`src/rtl/mips_mc_control.sv`:
```
// Multicycle MIPS control FSM: sequences lw/sw/R-type/beq/addi/j and drives
// ALU control, datapath mux selects and write enables with MemReady stalls.
module mips_mc_control #(
  parameter int unsigned STATE_W = 4
) (
  input  logic               clk,
  input  logic               rst_n,
  input  logic [5:0]         Op,
  input  logic [5:0]         Funct,
  input  logic               ALU_zero,
  input  logic               MemReady,
  output logic [2:0]         ALU_Control,
  output logic               ALUSrcA,
  output logic [1:0]         ALUSrcB,
  output logic [1:0]         PCSrc,
  output logic               PCEn,
  output logic               IorD,
  output logic               IRWrite,
  output logic               MemWrite,
  output logic               RegDst,
  output logic               MemtoReg,
  output logic               RegWrite,
  output logic               Illegal,
  output logic [STATE_W-1:0] State
);

  typedef enum logic [STATE_W-1:0] {
    FETCH   = 'd0,
    DECODE  = 'd1,
    MEMADR  = 'd2,
    MEMRD   = 'd3,
    MEMWB   = 'd4,
    MEMWR   = 'd5,
    EXECUTE = 'd6,
    ALUWB   = 'd7,
    BRANCH  = 'd8,
    ADDIEX  = 'd9,
    ADDIWB  = 'd10,
    JUMP    = 'd11
  } state_t;

  localparam logic [5:0] OP_RTYPE = 6'b000000;
  localparam logic [5:0] OP_LW    = 6'b100011;
  localparam logic [5:0] OP_SW    = 6'b101011;
  localparam logic [5:0] OP_BEQ   = 6'b000100;
  localparam logic [5:0] OP_ADDI  = 6'b001000;
  localparam logic [5:0] OP_J     = 6'b000010;

  state_t state, next_state;
  logic   is_load, next_is_load;
  logic   pc_write, branch;
  logic   ir_write, mem_write, reg_write, illegal;

  function automatic logic funct_ok(input logic [5:0] f);
    case (f)
      6'b100000, 6'b100010, 6'b100100, 6'b100101, 6'b101010: funct_ok = 1'b1;
      default:                                               funct_ok = 1'b0;
    endcase
  endfunction

  function automatic logic [2:0] alu_of_funct(input logic [5:0] f);
    case (f)
      6'b100010: alu_of_funct = 3'b110;
      6'b100100: alu_of_funct = 3'b000;
      6'b100101: alu_of_funct = 3'b001;
      6'b101010: alu_of_funct = 3'b111;
      default:   alu_of_funct = 3'b010;
    endcase
  endfunction

  // lw/sw choice is latched in DECODE so MEMADR never has to look at Op
  always_ff @(posedge clk or negedge rst_n) begin
    if (!rst_n) begin
      state   <= FETCH;
      is_load <= 1'b0;
    end else begin
      state   <= next_state;
      is_load <= next_is_load;
    end
  end

  always_comb begin
    next_state   = state;
    next_is_load = is_load;
    ALU_Control  = 3'b010;
    ALUSrcA      = 1'b0;
    ALUSrcB      = 2'b00;
    PCSrc        = 2'b00;
    IorD         = 1'b0;
    RegDst       = 1'b0;
    MemtoReg     = 1'b0;
    pc_write     = 1'b0;
    branch       = 1'b0;
    ir_write     = 1'b0;
    mem_write    = 1'b0;
    reg_write    = 1'b0;
    illegal      = 1'b0;
    case (state)
      FETCH: begin
        ALUSrcB  = 2'b01;
        ir_write = MemReady;
        pc_write = MemReady;
        if (MemReady) next_state = DECODE;
      end
      DECODE: begin
        ALUSrcB    = 2'b11;
        next_state = FETCH;
        case (Op)
          OP_LW, OP_SW: begin
            next_state   = MEMADR;
            next_is_load = (Op == OP_LW);
          end
          OP_RTYPE: begin
            if (funct_ok(Funct)) next_state = EXECUTE;
            else                 illegal    = 1'b1;
          end
          OP_BEQ:  next_state = BRANCH;
          OP_ADDI: next_state = ADDIEX;
          OP_J:    next_state = JUMP;
          default: illegal    = 1'b1;
        endcase
      end
      MEMADR: begin
        ALUSrcA    = 1'b1;
        ALUSrcB    = 2'b10;
        next_state = is_load ? MEMRD : MEMWR;
      end
      MEMRD: begin
        IorD = 1'b1;
        if (MemReady) next_state = MEMWB;
      end
      MEMWB: begin
        MemtoReg   = 1'b1;
        reg_write  = 1'b1;
        next_state = FETCH;
      end
      MEMWR: begin
        IorD      = 1'b1;
        mem_write = MemReady;
        if (MemReady) next_state = FETCH;
      end
      EXECUTE: begin
        ALUSrcA     = 1'b1;
        ALU_Control = alu_of_funct(Funct);
        next_state  = ALUWB;
      end
      ALUWB: begin
        RegDst     = 1'b1;
        reg_write  = 1'b1;
        next_state = FETCH;
      end
      BRANCH: begin
        ALUSrcA     = 1'b1;
        ALU_Control = 3'b110;
        PCSrc       = 2'b01;
        branch      = 1'b1;
        next_state  = FETCH;
      end
      ADDIEX: begin
        ALUSrcA    = 1'b1;
        ALUSrcB    = 2'b10;
        next_state = ADDIWB;
      end
      ADDIWB: begin
        reg_write  = 1'b1;
        next_state = FETCH;
      end
      JUMP: begin
        PCSrc      = 2'b10;
        pc_write   = 1'b1;
        next_state = FETCH;
      end
      default: next_state = FETCH;
    endcase
  end

  // Strobes are gated by rst_n so nothing is written once reset falls mid-cycle
  assign PCEn     = rst_n & (pc_write | (branch & ALU_zero));
  assign IRWrite  = rst_n & ir_write;
  assign MemWrite = rst_n & mem_write;
  assign RegWrite = rst_n & reg_write;
  assign Illegal  = rst_n & illegal;
  assign State    = state;

endmodule

```
`config.mk`:
```
export PLATFORM = sky130hd
export DESIGN_NAME = mips_mc_control
export DESIGN_NICKNAME = d
export VERILOG_FILES = /design/src/rtl/mips_mc_control.sv
export SDC_FILE = /design/constraint.sdc
export NUM_CORES = 1
export LEC_CHECK = 0
export BUFFER_PORTS_ARGS = -buffer_cell sky130_fd_sc_hd__buf_2
export CAP_MARGIN = 10
export CORE_AREA = 2 2 41 43
export DETAILED_ROUTE_END_ITERATION = 6
export DIE_AREA = 0 0 43 45
export HOLD_SLACK_MARGIN = 0.08
export PLACE_DENSITY = 0.89
export SYNTH_ARGS = -nofsm -noshare
export SYNTH_HDL_FRONTEND = slang
export SYNTH_SLANG_ARGS = --single-unit
```
`constraint.sdc`:
```
create_clock -name clk -period 2.75 [get_ports clk]
set_input_delay 0.275 -clock clk [delete_from_list [all_inputs] [get_ports clk]]
set_output_delay 0.275 -clock clk [all_outputs]
set_load 0.01 [all_outputs]
```
==> results of run 1 <==
-- cells in the mapped netlist, drive strengths merged (2+ instances only) --
library cell | count | area, um^2
o21ai | 6 | 30.0
a21oi | 4 | 20.0
nor3 | 8 | 45.0
xor2 | 2 | 17.5
mux2i | 4 | 40.0
nand2 | 7 | 26.3
inv | 2 | 7.51
nor2 | 13 | 48.8
clkbuf | 2 | 7.51
a21o | 3 | 22.5
nand3 | 2 | 10.0
dfrtp | 5 | 125
buf | 3 | 15.0
nand2b | 4 | 27.5
nor4b | 2 | 17.5
nor2b | 3 | 18.8
-- sequential cells by signal, summed over array words and instances, names as in the netlist --
name,cells
State,4
is_load,1
-- layout make-up --
class / count / area [um^2]
sequential: 5 / 125
timing repair buffer: 36 / 185
fill: 147 / 624
inverter: 2 / 7.51
tap: 16 / 20.0
multi-input combinational: 77 / 483
clock buffer: 4 / 26.3
-- metal layers --
metal	global-route usage	vias to the layer above
met3	0.0200	4
met4	0.109	0
met1	0.199	349
met2	0.312	28
li1	-	398
met5	0	-
-- kinds of logic (layout without fill, tap and decap cells) --
kind of cell | count (synthesis) | count (layout) | share of synthesized area
flops | 5 | 5 | 0.196
xor+xnor | 3 | 3 | 0.0412
simple gates | 48 | 48 | 0.422
compound gates | 21 | 21 | 0.214
mux | 5 | 5 | 0.0804
buf+inv | 7 | 42 | 0.0471
-- path summary, 6_finish.rpt --
kind                       startpoint             end  slack, ps  cells past startpoint
min in group asynchronous       rst_n        State[0]        410                      2
max in group asynchronous       rst_n        State[1]       2180                      2
max reg2reg                  State[0]        State[0]       1130                      4
min reg2reg                   is_load         is_load        520                      1
min                             Op[2]        State[0]        320                      2
max                          State[2]  ALU_Control[1]        400                      4
-- report_power, final --
group	switching [mW]	total [mW]	internal, mW	leakage (nW)
registers	0.0107	0.0891	0.0784	0.0678
logic	0.0443	0.0832	0.0389	0.322
clock network	0.0269	0.0816	0.0546	0.0150
total	0.0819	0.254	0.172	0.405
-- timing repair --
action | in CTS | in global routing
hold buffers | 1 | 0
hold endpoints to repair | 5 | 0
gates resized for setup | 0 | 0
-- critical path: cells and delay by family (launching register included) --
family / cells / cell delay, ps
flip-flops: 1 / 590
AND/OR/NAND/NOR: 3 / 1100
buffers and inverters: 1 / 150
-- metrics by stage --
stage	total power, mW	utilization
final	0.254	0.576
after floorplan	0.137	-
after CTS	0.259	0.576
after global placement	0.170	0.551
after detailed placement	0.172	0.551
after global routing	0.276	0.576
==> flow_metrics.env, run 1 <==
export IMPL_synth_nets=105
export IMPL_worst_slack_ps=396
export IMPL_syn_inst=89
export IMPL_layout_commonest_cell="buf_2"
export IMPL_clk_latency_ps=240
export IMPL_finalInstanceArea_um2=847
export IMPL_synth_edf_count=0
export IMPL_drtAntennaViolNets=0
export IMPL_vias_per_cell=5.56
export IMPL_critical_path_cell_chain="nand2b_1, or3_4, or4b_1, buf_2"
export IMPL_cts_clk_slew_worst_paths_ps=40
export IMPL_syn_to_final_growth_pct=32.7
export IMPL_pre_cts_ws_ps=663
export IMPL_critical_path_arrival_ps=2080
export IMPL_start_util=0.434
export IMPL_timing_final_crit_share=0.856
export IMPL_hpwl_um=1330
export IMPL_cp_start_kind="flip-flop"
export IMPL_p_leak_nw=0.405
export IMPL_cts_root_buf="clkbuf_4"
export IMPL_postCtsSetupBuffers=0
export IMPL_yosysUniqueCellTypes=38
export IMPL_synth_area_per_cell_um2=7.17
export IMPL_grt_ovfl_total=0
export IMPL_diodes=0
export IMPL_status="completed"
export IMPL_cp_required_ps=2480
export IMPL_ioPinCount=36
export IMPL_dieArea_um2=1940
export IMPL_post_route_min_period_ps=2350
export IMPL_drive_gt1_frac=0.339
export IMPL_final_cell_mix="buf_2, nor2_1, nor3_1, nand2_1, dfrtp_1"
export IMPL_hold_viol=0
export IMPL_cp_max_fo=13
export IMPL_cts_sinks=5
export IMPL_yosysSeqAreaShare=0.196
export IMPL_gp_congestion=0.769
export IMPL_m1WireLength_um=683
export IMPL_num_vias=779
export IMPL_rows=14
export IMPL_post_drt_wl_per_cell_um=12.1
export IMPL_nets=141
export IMPL_finalSetupTns_ps=0
export IMPL_ir_worst_vdd_v=0.000210
export IMPL_max_cap_violations=0
export IMPL_finalSetupViolCount=0
export IMPL_async_flop_share=1.00
export IMPL_antenna_found_initial=0
export IMPL_cts_buffers_inserted=3
export IMPL_placed_area_um2=811
export IMPL_wl_met2_um=871
export IMPL_grt_pass1_vias=666
export IMPL_drtPass1Iterations=4
export IMPL_ys_flop_type="dfrtp_1"
export IMPL_grt_max_degree=18
export IMPL_portBuffers=35
export IMPL_dpl_cell_count=135
export IMPL_end_kind="output port"
export IMPL_hold_slack_ps=320
export IMPL_htree_levels=1
export IMPL_slowest_delay_ps=590
export IMPL_wl_um=1690
export IMPL_cts_tree="yes"
export IMPL_slew_violations=0
export IMPL_cts_path_max_buffers=2
export IMPL_grt_usage=0.174
export IMPL_die_w_um=43
export IMPL_slowest_stage="dfrtp_1"
export IMPL_drt_drc_violations_left=0
export IMPL_dr_wl_met3_um=99
export IMPL_path_class="reg2out"
export IMPL_hold_class="in2reg"
export IMPL_max_freq_mhz=425
export IMPL_worstMarginPinSlew_ps=480
export IMPL_netlist_area_um2=638
export IMPL_timing_slew_headroom=0.680
export IMPL_synth_seq_cells=5
export IMPL_drt_iter0_drc=16
export IMPL_die_h_um=45
export IMPL_final_cells=140
export IMPL_yosysWarnings=0
export IMPL_dr_max_layer_used="met4"
export IMPL_rsz0062_at_grt="no"
export IMPL_coreArea_um2=1470
export IMPL_grt_pass1_wl_um=2570
export IMPL_power_density_nw_per_um2=300
export IMPL_skew_ps=0.379
Note: power is estimated with default switching activity, not from simulation.
==> run 2: changes to the inputs <==
Settings changed: CELL_PAD_IN_SITES_DETAIL_PLACEMENT from default to 0, CELL_PAD_IN_SITES_GLOBAL_PLACEMENT from default to 1, CORE_AREA 2 2 41 43 to 2 2 51 53, DIE_AREA 0 0 43 45 to 0 0 53 55, PLACE_DENSITY 0.89 to 0.85.
Clock period 2.75 ns to 2.4 ns, I/O delays scaled along.
==> run 2 against run 1 <==
Effect of this change:
- worst hold slack worse by 53 ps
- sequential cell count unchanged
- sequential power increased by 4.8%
- non-clock buffer count rose by 4
- clock power is 18% higher
- via count up 1.4%
- routed wire length up 5.6%
- combinational power up 32%
- highest routed layer unchanged
==> flow_metrics.env, run 2 (synthesis results as in run 1) <==
export IMPL_cts_root_buf="clkbuf_4"
export IMPL_hpwl_um=1450
export IMPL_htree_levels=1
export IMPL_coreArea_um2=2360
export IMPL_dpl_cell_count=153
export IMPL_hold_depth=2
export IMPL_worstMarginPinSlew_ps=490
export IMPL_timing_final_crit_share=0.881
export IMPL_reg2reg_to="State[0]"
export IMPL_max_freq_mhz=473
export IMPL_p_int_uw=201
export IMPL_post_drt_wl_per_cell_um=11.3
export IMPL_critical_path_cell_chain="nand2b_2, or3_4, or4b_1, buf_2"
export IMPL_timing_critical_path_buf_inv=1
export IMPL_gp_congestion=0.831
export IMPL_max_cap_violations=0
export IMPL_fillers=260
export IMPL_num_vias=790
export IMPL_grt_usage=0.127
export IMPL_die_h_um=55
export IMPL_final_cell_mix="buf_2, nor2_1, nor3_1, nand2_1, dfrtp_1"
export IMPL_cp_required_ps=2160
export IMPL_power_density_nw_per_um2=335
export IMPL_p_switching_uw=98.5
export IMPL_hold_viol=0
export IMPL_nets=145
export IMPL_slowest_delay_ps=500
export IMPL_layout_commonest_cell="buf_2"
export IMPL_cp_max_fo=10
export IMPL_path_class="reg2out"
export IMPL_antenna_found_initial=0
export IMPL_grt_pass1_wl_um=2790
export IMPL_combPwrFrac=0.368
export IMPL_cts_resized=0
export IMPL_worst_slack_ps=285
export IMPL_end_kind="output port"
export IMPL_seqPwrFrac=0.311
export IMPL_diodes=0
export IMPL_rr_worst_depth=5
export IMPL_vias_per_cell=5.00
export IMPL_post_route_min_period_ps=2110
export IMPL_hold_slack_ps=267
export IMPL_holdBufCountCts=1
export IMPL_p_sw_frac=0.328
export IMPL_ioPinCount=36
export IMPL_slew_violations=0
export IMPL_rows=18
export IMPL_final_cells=158
export IMPL_worst_r2r_startpoint="State[1]"
export IMPL_cp_start_kind="flip-flop"
export IMPL_grt_max_degree=14
export IMPL_start_util=0.270
export IMPL_hold_path_endpoint="State[0]"
export IMPL_pre_cts_ws_ps=531
export IMPL_cts_sinks=5
export IMPL_postCtsSetupBuffers=0
export IMPL_hold_class="in2reg"
export IMPL_portBuffers=35
export IMPL_cts_tree="yes"
export IMPL_p_leak_nw=0.426
export IMPL_cts_path_max_buffers=2
export IMPL_die_w_um=53
export IMPL_grt_ovfl_total=0
export IMPL_drt_drc_violations_left=0
export IMPL_ir_worst_vdd_v=0.000163
export IMPL_syn_to_final_growth_pct=40.2
export IMPL_largest_register_ffs=4
export IMPL_clk_latency_ps=240
export IMPL_timing_slew_headroom=0.670
export IMPL_drt_iter0_drc=12
export IMPL_clkPwrFrac=0.321
export IMPL_drtAntennaViolNets=0
export IMPL_wl_um=1780
export IMPL_dieArea_um2=2920
export IMPL_rsz0062_at_grt="no"
export IMPL_critical_path_arrival_ps=1870
export IMPL_finalSetupTns_ps=0
export IMPL_drive_gt1_frac=0.359
export IMPL_finalSetupViolCount=0
export IMPL_path_delay_family="simple AND/OR/NAND/NOR gates"
export IMPL_r2r_setup_slack_ps=710
export IMPL_status="completed"
export IMPL_skew_ps=0.0398
export IMPL_cts_clk_slew_worst_paths_ps=40
export IMPL_slowest_stage="dfrtp_1"
export IMPL_grt_pass1_vias=641
export IMPL_hp_start="Op[2]"
export IMPL_drtPass1Iterations=4
export IMPL_cts_buffers_inserted=3
[run 2: cell types whose count changed in the layout (fill, tap and decap cells not counted)]
| cell | change |
|---|---|
| buf_4 | +4 |
[run 2: cell type report]
cell class	instances	area, um^2	share of cell area
Sequential cell	5	125	0.140
Tap cell	30	37.5	0.0420
Timing Repair Buffer	40	215	0.241
Inverter	2	7.51	0.00839
Multi-Input combinational cell	77	483	0.540
Clock buffer	4	26.3	0.0294
[run 2: power groups by stage]
stage               sequential, mW  clock (mW)  combinational, mW
global route                0.0943       0.106              0.122
global placement            0.0943           0              0.109
finish                      0.0934      0.0963              0.110
CTS                         0.0932       0.100              0.111
detailed placement          0.0945           0              0.109
floorplan                   0.0966           0             0.0599
[run 2: routing by layer]
layer  share of wire  track usage  wire length [um]  up-vias
met4           0.018       0.0513                32        0
met5               0            0                 0        -
met2            0.47        0.217               845       25
li1                -            -                 -      400
met1            0.44        0.166               790      361
met3           0.063       0.0108               112        4
[run 2: worst max path at each step]
stage | start | end | slack, ps | cells past startpoint
2_1_floorplan | State[0] | ALU_Control[1] | 630 | 3
3_3_place_gp | State[1] | ALU_Control[1] | 550 | 4
3_5_place_dp | State[1] | ALU_Control[1] | 530 | 4
4_1_cts | State[1] | ALU_Control[1] | 270 | 4
5_1_grt | State[1] | ALU_Control[1] | 170 | 4
6_report | State[1] | ALU_Control[1] | 290 | 4
[run 2: per-stage QoR]
stage	instance area (um^2)	util	power (mW)
2_1_floorplan	638	-	0.157
3_3_place_gp	858	0.363	0.203
6_report	895	0.378	0.300
3_5_place_dp	858	0.363	0.203
5_1_grt	895	0.378	0.322
4_1_cts	895	0.378	0.304
